**src/rtl/regfile_wb_arb.sv**
```systemverilog
// Regfile write-port controller: clears x1..x31 after reset, then round-robin arbitrates NUM_REQ requesters (REGFILE_WB_ARB_STATS_EN adds stall_cnt_o).
// Latency: one cycle from valid&ready handshake to the registered write port; one write per cycle.
// Backpressure: req_ready_o is combinational, at most one bit high, and all-zero during reset and the clear sequence.
module regfile_wb_arb #(
  parameter int NUM_REQ = 3,
  parameter int ADDR_W  = 5,
  parameter int DATA_W  = 32
) (
  input  logic                      clk_i,
  input  logic                      rst_i,
  input  logic [NUM_REQ-1:0]        req_valid_i,
  output logic [NUM_REQ-1:0]        req_ready_o,
  input  logic [NUM_REQ*ADDR_W-1:0] req_addr_i,
  input  logic [NUM_REQ*DATA_W-1:0] req_data_i,
  output logic [ADDR_W-1:0]         rd_addr_o,
  output logic [DATA_W-1:0]         rd_data_o,
  output logic                      rd_we_o,
  output logic                      busy_o
`ifdef REGFILE_WB_ARB_STATS_EN
  ,
  output logic [31:0]               stall_cnt_o
`endif
);

  localparam int PTR_W = (NUM_REQ > 1) ? $clog2(NUM_REQ) : 1;
  localparam logic [ADDR_W-1:0] CLR_LAST = '1;

  typedef enum logic {ST_CLEAR, ST_ARB} state_e;

  state_e              state_q, state_d;
  logic [ADDR_W-1:0]   clr_ptr_q, clr_ptr_d;
  logic [PTR_W-1:0]    rr_ptr_q, rr_ptr_d;
  logic [PTR_W-1:0]    gnt_idx;
  logic                gnt_vld;
  logic [2*NUM_REQ-1:0] rot_vld;
  logic [ADDR_W-1:0]   sel_addr, addr_d;
  logic [DATA_W-1:0]   sel_data, data_d;
  logic                we_d;
  int                  scan_idx;

  // Rotate the valid vector so bit 0 is the requester at rr_ptr; the first set bit wins.
  always_comb begin
    gnt_vld  = 1'b0;
    gnt_idx  = '0;
    scan_idx = 0;
    rot_vld  = {req_valid_i, req_valid_i} >> rr_ptr_q;
    if (!rst_i && state_q == ST_ARB) begin
      for (int i = 0; i < NUM_REQ; i++) begin
        if (!gnt_vld && rot_vld[i]) begin
          gnt_vld  = 1'b1;
          scan_idx = int'(rr_ptr_q) + i;
          if (scan_idx >= NUM_REQ) scan_idx = scan_idx - NUM_REQ;
          gnt_idx  = PTR_W'(scan_idx);
        end
      end
    end
  end

  always_comb begin
    req_ready_o = '0;
    sel_addr    = '0;
    sel_data    = '0;
    for (int k = 0; k < NUM_REQ; k++) begin
      if (gnt_vld && gnt_idx == PTR_W'(k)) begin
        req_ready_o[k] = 1'b1;
        sel_addr       = req_addr_i[k*ADDR_W +: ADDR_W];
        sel_data       = req_data_i[k*DATA_W +: DATA_W];
      end
    end
  end

  always_comb begin
    state_d   = state_q;
    clr_ptr_d = clr_ptr_q;
    rr_ptr_d  = rr_ptr_q;
    we_d      = 1'b0;
    addr_d    = rd_addr_o;
    data_d    = rd_data_o;
    case (state_q)
      ST_CLEAR: begin
        we_d      = 1'b1;
        addr_d    = clr_ptr_q;
        data_d    = '0;
        clr_ptr_d = clr_ptr_q + 1'b1;
        if (clr_ptr_q == CLR_LAST) state_d = ST_ARB;
      end
      ST_ARB: begin
        if (gnt_vld) begin
          // x0 writes complete the handshake but never reach the regfile.
          we_d     = |sel_addr;
          addr_d   = sel_addr;
          data_d   = sel_data;
          rr_ptr_d = (gnt_idx == PTR_W'(NUM_REQ - 1)) ? '0 : gnt_idx + 1'b1;
        end
      end
      default: state_d = ST_CLEAR;
    endcase
  end

  always_ff @(posedge clk_i) begin
    if (rst_i) begin
      state_q   <= ST_CLEAR;
      clr_ptr_q <= ADDR_W'(1);
      rr_ptr_q  <= '0;
      rd_we_o   <= 1'b0;
      rd_addr_o <= '0;
      rd_data_o <= '0;
    end else begin
      state_q   <= state_d;
      clr_ptr_q <= clr_ptr_d;
      rr_ptr_q  <= rr_ptr_d;
      rd_we_o   <= we_d;
      rd_addr_o <= addr_d;
      rd_data_o <= data_d;
    end
  end

  assign busy_o = (state_q == ST_CLEAR);

`ifdef REGFILE_WB_ARB_STATS_EN
  always_ff @(posedge clk_i) begin
    if (rst_i) begin
      stall_cnt_o <= '0;
    end else if (state_q == ST_ARB && |(req_valid_i & ~req_ready_o) && stall_cnt_o != 32'hFFFF_FFFF) begin
      stall_cnt_o <= stall_cnt_o + 32'd1;
    end
  end
`endif

endmodule

```
**config.mk**
```make
export PLATFORM = sky130hd
export DESIGN_NAME = regfile_wb_arb
export DESIGN_NICKNAME = d
export VERILOG_FILES = /design/src/rtl/regfile_wb_arb.sv
export SDC_FILE = /design/constraint.sdc
export NUM_CORES = 1
export LEC_CHECK = 0
export BUFFER_PORTS_ARGS = -buffer_cell sky130_fd_sc_hd__buf_2
export CAP_MARGIN = 20
export CORE_ASPECT_RATIO = 0.75
export CORE_MARGIN = 3
export CORE_UTILIZATION = 35
export CTS_BUF_LIST = sky130_fd_sc_hd__clkbuf_2
export CTS_CLUSTER_SIZE = 30
export DETAILED_ROUTE_END_ITERATION = 8
export PLACE_DENSITY = 0.66
export REMOVE_ABC_BUFFERS = 1
export SYNTH_ARGS = -nofsm -noshare
export SYNTH_HDL_FRONTEND = slang
export SYNTH_SLANG_ARGS = --single-unit
```
**constraint.sdc**
```tcl
create_clock -name clk_i -period 7.07 [get_ports clk_i]
set_clock_uncertainty 0.05 [all_clocks]
set_input_delay 1.7675 -clock clk_i [delete_from_list [all_inputs] [get_ports clk_i]]
set_output_delay 1.7675 -clock clk_i [all_outputs]
set_load 0.01 [all_outputs]
```
==> results.txt <==
Required @ worst endpoint: 5.25 ns
Core area: 7470 um^2
Sink of the worst hold path: rd_data_o[25]
PwrDens: 136 nW/um^2
Crit Reg-Reg Startpoint: rr_ptr_q[0]
H-tree lvl count: 2
PostCTS Resize Cnt: 0
Syn avg cell area: 7.93 um^2
FF+latch count, synth: 46
Worst skew pair latency: 0.42 ns
Switching share of power: 0.246
Peak Freq: 171 MHz
Leak: 0.00174 uW
Drt total wl: 8140 um
Pins Over Slew Limit: 0
Status: finished, final reports clean
Global placer's final weighted congestion: 0.852
Sw Pwr: 119 uW
Crit path launch: req_valid_i[0]
Final Cycle Share: 0.829
Cts bufs inserted: 5
Post-synthesis sequential area ratio: 0.336
Setup TNS: 0 ns
Clk network pwr share: 0.304
Beginning of the worst hold path: rd_data_o[25]
Number of library cell types mapped by synthesis: 49
Critical path startpoint category: input port
Gr usage total: 0.176
Largest net degree at the start of global routing: 71
Max Root-Sink Buffers: 2
Setup Buffers After CTS: 0
Post-synth EDFFs: 0
WS Path Type: input port to primary output
# diodes: 0
Root Driver: clkbuf_2
Crit Path Max Fanout: 33
Final setup vio count: 0
R2R Path End: rd_data_o[8]
Remaining Overflow, GRT: 0
Primary FF master, synth: dfxtp_1
Reg2reg setup slack: 3.69 ns
Filler instances: 780
Hold WC Path Type: register to register
Avg WL per Cell: 13.9 um
Std cell rows: 27
Final instance area: 3550 um^2
Port Buf Inserts: 157
Reg clk slew, reported paths: 0.21 ns
Maximum capacitance violations: 0
Combinational power share: 0.144
Non-Filler Instances: 585
Via Count: 3,034
Mapped Cells: 346
Peak supply drop: 0.0000633 V
Vias in the first global route: 2,728
Async set-reset flop share out of synthesis: 0
Synth-to-Final Area Change: 29.6%
Worst setup EP type: primary output
Seq pwr share: 0.552
TritonCTS clock tree: yes
Cell Area, Synth: 2740 um^2
Initial antenna violation count: 0
Warnings from Yosys: 0
Die Height: 82.7 um
Die W: 108 um
Num Clock Sinks: 46
DRC violations left: 0
Initial core utilization: 0.367
Detail Placement HPWL: 5970 um
Die area: 8950 um^2
Fin nets: 605
Arrival time worst endpoint: 4.04 ns
Tmin final: 5.86 ns
Placed Cells: 577
Slew @ Worst Pin: 0.819 ns
IO Pins: 158
RSZ-0062 raised after global routing: false
1st-pass router iterations: 4
Share of layout cells above drive strength 1: 0.370
Vias per std cell: 5.19
Post-route ant nets: 0
Int Power: 365 uW
Worst R2R Path Depth: 10
Worst relative slew slack: 0.452
DRT iter0 DRCs: 116
Dpl cell area: 3490 um^2
Hold Path Depth: 2
Synth area leader: dfxtp_1
First-pass GRT wire length: 12,600 um
Final Hold Fails: 0
Synth top area share: 0.336
Hold_buf cts: 0
Top post-synthesis cells by area: dfxtp_1 (34%), a21oi_1 (14%), o22ai_1 (7.8%)
## cells in the mapped netlist, types with 3 or more instances
cell type and count:
clkbuf_1 16, nor2b_1 6, a21oi_1 77, buf_2 6
buf_6 3, nor2_1 12, nand2_1 41, inv_1 6
or3_1 32, and3_1 5, nor3_1 4, dfxtp_1 46
nand3b_1 3, o22ai_1 34, mux2i_1 7, ha_1 6
buf_12 3
## worst max-delay path, cell delays in order
cell	delay [ns]
buf_2	0.15
or4b_1	0.58
a21boi_0	0.25
a2111oi_2	0.09
a211o_1	0.48
o21bai_4	0.46
inv_1	0.13
buf_2	0.14
## cell usage in the layout (no fill, tap or decap), types with 2 or more instances in the layout
| cell type | count |
|---|---|
| buf_2 | 157 |
| a21oi_1 | 77 |
| dfxtp_1 | 46 |
| nand2_1 | 41 |
| o22ai_1 | 34 |
| or3_1 | 32 |
| nor2_1 | 12 |
| mux2i_1 | 7 |
| inv_1 | 6 |
| nor2b_1 | 6 |
| ha_1 | 6 |
| clkbuf_2 | 6 |
| and3_1 | 5 |
| buf_4 | 4 |
| nand3b_1 | 3 |
| nor3_1 | 3 |
| nor3b_1 | 2 |
| a311oi_1 | 2 |
| xor2_1 | 2 |
| and2_1 | 2 |
| a211o_1 | 2 |
| a31oi_1 | 2 |
## how the worst max path moves through the flow
stage | end | slack [ns] | depth (start not counted)
6_report | req_ready_o[2] | 1.21 | 8
5_1_grt | req_ready_o[2] | 1.07 | 8
4_1_cts | req_ready_o[2] | 1.21 | 8
3_5_place_dp | req_ready_o[2] | 1.22 | 8
3_3_place_gp | req_ready_o[2] | 1.27 | 8
2_1_floorplan | req_ready_o[0] | -0.34 | 5
## through the flow
stage | worst slack [ns] | util | power [uW] | hold slack (ns)
floorplan | -0.336 | - | 301 | 0.426
global placement | 1.27 | 0.467 | 341 | 0.388
detailed placement | 1.22 | 0.467 | 342 | 0.390
CTS | 1.21 | 0.476 | 490 | 0.414
global route | 1.07 | 0.476 | 514 | 0.437
finish | 1.21 | 0.476 | 485 | 0.413
## cell type report
class                      count  area [um^2]  area share
multi-input combinational    263         1600       0.451
clock inverter                 2         37.5      0.0106
inverter                       6         22.5     0.00634
clock buffer                   6         30.0     0.00845
sequential                    46          921       0.259
tap                          101          126      0.0356
timing repair buffer         161          816       0.229
## per-layer routing
layer  track usage  part of all wire  vias up
met2         0.317              0.47      108
met5             0                 0        -
met4        0.0340            0.0064        0
met3        0.0389             0.085        8
li1              -                 -     1538
met1         0.218              0.44     1380
## logic make-up after synthesis
kind of cell | count (synthesis) | synth area share
DFF | 46 | 0.336
buffers and inverters | 37 | 0.0821
AOI/OAI and AO/OA | 128 | 0.281
and+or+nand+nor | 119 | 0.239
xor gates and xnor gates | 3 | 0.00958
muxes | 7 | 0.0255
adders and majority gates | 6 | 0.0274
## flip-flops by register name (all words and copies together) (netlist names)
| register | cells |
|---|---|
| rd_we_o | 1 |
| clr_ptr_q | 5 |
| state_q | 1 |
| rd_addr_o | 5 |
| rd_data_o | 32 |
| rr_ptr_q | 2 |
## power by group through the flow
stage / combinational (uW) / clock [uW] / sequential (uW)
5_1_grt: 78.2 / 166 / 269
4_1_cts: 70.2 / 152 / 268
6_report: 69.6 / 147 / 268
3_5_place_dp: 69.7 / 0 / 273
3_3_place_gp: 68.6 / 0 / 272
2_1_floorplan: 28.0 / 0 / 272
Power figures use the tool's default switching activity.
